===== config.mk =====
export PLATFORM = sky130hd
export DESIGN_NAME = sram_wport_arbiter
export DESIGN_NICKNAME = d
export VERILOG_FILES = /design/src/rtl/sram_wport_arbiter.sv
export SDC_FILE = /design/constraint.sdc
export NUM_CORES = 1
export LEC_CHECK = 0
export ABC_AREA = 1
export CORE_AREA = 4 4 289 291
export CTS_CLUSTER_SIZE = 40
export DETAILED_ROUTE_END_ITERATION = 7
export DIE_AREA = 0 0 293 295
export SLEW_MARGIN = 20
export SYNTH_ARGS = -nofsm -noshare
export SYNTH_HDL_FRONTEND = slang
export SYNTH_SLANG_ARGS = --single-unit

===== constraint.sdc =====
create_clock -name clock -period 8.9 [get_ports clock]
set_clock_uncertainty 0.1 [all_clocks]
set_input_delay 0.89 -clock clock [delete_from_list [all_inputs] [get_ports clock]]
set_output_delay 0.89 -clock clock [all_outputs]
set_load 0.02 [all_outputs]

===== src/rtl/sram_wport_arbiter.sv =====
// Round-robin arbiter sharing one SRAM write port among four requesters.
// Optional grant locking is compiled in with `define WARB_LOCK_EN.
module sram_wport_arbiter #(
    parameter int AW   = 16,
    parameter int DW   = 128,
    parameter int NREQ = 4
) (
    input  logic                 clock,
    input  logic                 reset_n,
    input  logic                 enable,
    input  logic [NREQ-1:0]      req_valid,
    input  logic [NREQ*AW-1:0]   req_addr,
    input  logic [NREQ*DW-1:0]   req_data,
    input  logic [NREQ-1:0]      req_lock,
    output logic [NREQ-1:0]      req_ready,
    output logic                 WE,
    output logic [AW-1:0]        WriteAddress,
    output logic [DW-1:0]        WriteBus,
    output logic [1:0]           last_grant,
    output logic [15:0]          write_count
);

    localparam logic [1:0] IDLE   = 2'd0;
    localparam logic [1:0] ISSUE  = 2'd1;
`ifdef WARB_LOCK_EN
    localparam logic [1:0] LOCKED = 2'd2;
`endif

    logic [1:0]      state_q, state_d;
    logic [1:0]      last_grant_q, last_grant_d;
    logic [AW-1:0]   waddr_q;
    logic [DW-1:0]   wdata_q;
    logic [15:0]     count_q, count_d;

    logic [1:0]      rr_idx;
    logic            rr_found;
    logic [1:0]      cand;
    logic [1:0]      sel_idx;
    logic            sel_ok;
    logic            xfer;

    // Search begins one past the most recent grant and wraps modulo four.
    always_comb begin
        rr_idx   = '0;
        rr_found = 1'b0;
        cand     = '0;
        for (int unsigned k = 1; k <= NREQ; k++) begin
            cand = last_grant_q + 2'(k);
            if (!rr_found && req_valid[cand]) begin
                rr_found = 1'b1;
                rr_idx   = cand;
            end
        end
    end

    always_comb begin
        sel_idx = rr_idx;
        sel_ok  = rr_found;
`ifdef WARB_LOCK_EN
        // The locked owner is always the last requester that transferred.
        if (state_q == LOCKED) begin
            sel_idx = last_grant_q;
            sel_ok  = req_valid[last_grant_q];
        end
`endif
        req_ready = '0;
        if (reset_n && enable && sel_ok) begin
            req_ready[sel_idx] = 1'b1;
        end
    end

    assign xfer = |(req_valid & req_ready);

    always_comb begin
        state_d      = xfer ? ISSUE : IDLE;
        last_grant_d = xfer ? sel_idx : last_grant_q;
        count_d      = count_q + 16'(xfer);
`ifdef WARB_LOCK_EN
        if (xfer && req_lock[sel_idx]) begin
            state_d = LOCKED;
        end else if (!xfer && state_q == LOCKED && enable) begin
            state_d = LOCKED;
        end
`endif
    end

    always_ff @(posedge clock) begin
        if (!reset_n) begin
            state_q      <= IDLE;
            last_grant_q <= 2'd3;
            waddr_q      <= '0;
            wdata_q      <= '0;
            count_q      <= '0;
        end else begin
            state_q      <= state_d;
            last_grant_q <= last_grant_d;
            count_q      <= count_d;
            if (xfer) begin
                waddr_q <= req_addr[sel_idx*AW +: AW];
                wdata_q <= req_data[sel_idx*DW +: DW];
            end
        end
    end

`ifdef WARB_LOCK_EN
    // LOCKED can persist through idle cycles, so the write strobe needs its own flop.
    logic we_q;
    always_ff @(posedge clock) begin
        if (!reset_n) begin
            we_q <= 1'b0;
        end else begin
            we_q <= xfer;
        end
    end
    assign WE = we_q;
`else
    logic unused_lock;
    assign unused_lock = ^req_lock;
    assign WE = (state_q == ISSUE);
`endif

    assign WriteAddress = waddr_q;
    assign WriteBus     = wdata_q;
    assign last_grant   = last_grant_q;
    assign write_count  = count_q;

endmodule


==> metrics.md <==
| Metric | Value |
|---|---|
| Status | finished clean |
| R2r setup slk | 4.23 ns |
| Final WS setup | 3.88 ns |
| Synth Flop Type | dfxtp_1 |
| # IOs | 754 |
| Die ar. | 86400 um^2 |
| Max-slew headroom | 0.350 |
| Worst hold path type | reg -> reg |
| Sequential element share of the synthesized area | 0.248 |
| Area of the multi-input gates | 7480 um^2 |
| Num CTS Buffers | 17 |
| FP Rows | 104 |
| Post-CTS Resized | 0 |
| Reg area | 3260 um^2 |
| Setup crit start | req_valid[3] |
| Reg2reg end | WriteBus[85]$_SDFFE_PN0N_ |
| Initial antenna violation count | 5 |
| Root buffer cell | clkbuf_16 |
| Final period util | 0.564 |
| Hold endpoint | WriteBus[20]$_SDFFE_PN0N_ |
| Kind of end point of the critical path | primary output |
| Starting DRT DRC Count | 969 |
| TritonRoute pass-1 iters | 5 |
| CP Class | in -> out |
| Reg2Reg Depth | 16 |
| Worst-Skew Late Latency | 0.47 ns |
| Detailed Place HPWL | 48600 um |
| Layout fillers | 9082 |
| Placer's final routability congestion estimate | 0.904 |
| Final layout net count | 3576 |
| Core area | 80500 um^2 |
| Synth async-reset ratio | 0 |
| Leakage | 10.4 nW |
| Post-synth EDFFs | 0 |
| Critical path arrival | 4.03 ns |
| Syn Inst Count | 2379 |
| Commonest cells after routing, fill and taps aside | clkdlybuf4s50_1, nand2_1, nand3_1 |
| Pwr Density | 164 nW/um^2 |
| Drt drc | 0 |
| Fmax | 0.199 GHz |
| # hold bufs at CTS | 0 |
| Pre-CTS setup slack | 3.38 ns |
| WHS Path Cells | 2 |
| Die H | 295 um |
| Final Hold Fails | 0 |
| Total GRT Usage | 0.143 |
| Seq cells post-synth | 163 |
| Worst r2r src | last_grant[0]$_SDFFE_PN1N_ |
| Total negative slack | 0 ns |
| Gr ovfl total | 0 |
| Max_cap viols | 0 |
| Netlist Area Pre-Place | 13100 um^2 |
| Hold wc startpoint | WriteBus[20]$_SDFFE_PN0N_ |
| RSZ-0062 raised after global routing | false |
| Die width | 293 um |
| Post-CTS Setup Repair Bufs | 0 |
| Via count | 16534 |
| Syn Area/Cell | 5.52 um^2 |
| Post-synthesis to final-layout area growth | 65.6% |
| Clock Path Buffers | 2 |
| Endpoints failing setup | 0 |
| Initial Util | 0.163 |
| Critical Path Start Type | input port |
| Detailed-route wire length | 66000 um |
| Share of cells above drive strength 1 | 0.0213 |
| Final min period | 5.02 ns |
| Post-route ant nets | 0 |
| Clk sinks | 163 |
| Worst Tran Pin Value | 0.975 ns |
| Largest net degree at the start of global routing | 155 |
| First-pass GRT wire length | 95000 um |
| Via density per instance | 4.07 |
| Vias in the first global route | 15229 |
| Max-slew violations | 0 |
| Unique masters post-synth | 35 |
| Synth warnings | 0 |
| CTS tree | yes |
| Most common cell after layout, fill and taps aside | clkdlybuf4s50_1 |
| Crit-path max FO | 97 |
| Max rail drop VDD | 135 uV |
| Net Count, Synth | 2968 |
| Clock transition at path regs | 0.08 ns |
| Routed len/inst | 16.3 um |
| IO buf count | 749 |
| Worst path required time | 7.91 ns |
| H-tree depth reported by CTS | 4 |
## per-stage QoR
step           power [mW]  hold slack [ns]  cell area [um^2]  std cells  utilization
2_1_floorplan        2.09            0.448             13100       2379            -
3_3_place_gp         2.81            0.360             21100       4028        0.262
3_5_place_dp         2.81            0.371             21100       4028        0.262
4_1_cts              3.66            0.389             21700       4060        0.270
5_1_grt              3.87            0.408             21700       4062        0.270
6_report             3.58            0.387             21700       4063        0.270
## registers in the layout (all words and copies together), names as in the netlist
signal,cells
WriteAddress,16
write_count,16
WriteBus,128
state_q,1
last_grant,2
## where the power goes
| part | internal (mW) | switching, mW |
|---|---|---|
| clock network | 0.405 | 0.399 |
| registers | 0.804 | 0.0403 |
| logic | 0.743 | 1.18 |
## worst max-delay path: stages
cell and delay (ns):
clkdlybuf4s50_1 0.48, inv_1 0.04, nand2_1 0.06, nand2_1 0.08, nand2_1 0.06, nand2_1 0.08
o21ai_1 0.34, nand2_8 0.36, nand2_8 0.60, nand2_1 0.23, nor2_1 0.14, clkdlybuf4s50_1 0.63
## routing by layer
metal,global-route usage,routed length [um],share of wire,up-vias
met5,0,0,0,-
met3,0.0402,4800,0.073,64
met4,0.0439,1630,0.025,0
met1,0.178,27700,0.42,7419
met2,0.241,31900,0.48,549
li1,-,-,-,8502
## kinds of logic (layout without fill, tap and decap cells)
family          count (synthesis)  count (layout)  share of synthesized area
xor+xnor                        1               1                   0.000667
simple gates                 1644            1644                      0.556
compound gates                 23              23                    0.00943
other cells                     0               3                          0
flops                         163             163                      0.248
fa+ha+maj                       2               2                    0.00191
buf+inv                       546            1167                      0.183
## area by class of cell
type                    count  area share
multi-input cells        1670       0.344
flip-flops and latches    163       0.150
repair buffers            766       0.352
clock inverters            15     0.00846
inverters                 369      0.0646
diodes                      3    0.000345
clock buffers              17      0.0196
well taps                1060      0.0610
## cell usage after synthesis (2+ instances only)
cell      instances  area [um^2]
nand2_1         710         2670
nor2_1          300         1130
buf_2            85          425
buf_1            20         75.1
o21ai_0           7         35.0
o21ai_1           2         10.0
dfxtp_1         163         3260
ha_1              2         25.0
nor3_1            8         40.0
buf_6             8         90.1
nand3b_1        118          886
buf_12            6          120
inv_1           364         1370
inv_2             3         11.3
nand2_2           4         25.0
buf_8             2         30.0
nand3_1         491         2460
clkbuf_1         37          139
nor3b_1           2         15.0
nand4_1           5         31.3
buf_4            19          143
a21oi_1          10         50.1
## how the worst max path moves through the flow
stage / end / slack [ns] / cells after the start
after global routing: req_ready[1] / 3.56 / 12
after floorplan: write_count[12]$_SDFF_PN0_ / 5.45 / 19
after CTS: req_ready[1] / 3.70 / 12
after detailed placement: WriteBus[85]$_SDFFE_PN0N_ / 3.38 / 17
after global placement: WriteBus[93]$_SDFFE_PN0N_ / 3.38 / 17
final: req_ready[1] / 3.88 / 12
Power figures use the tool's default switching activity.
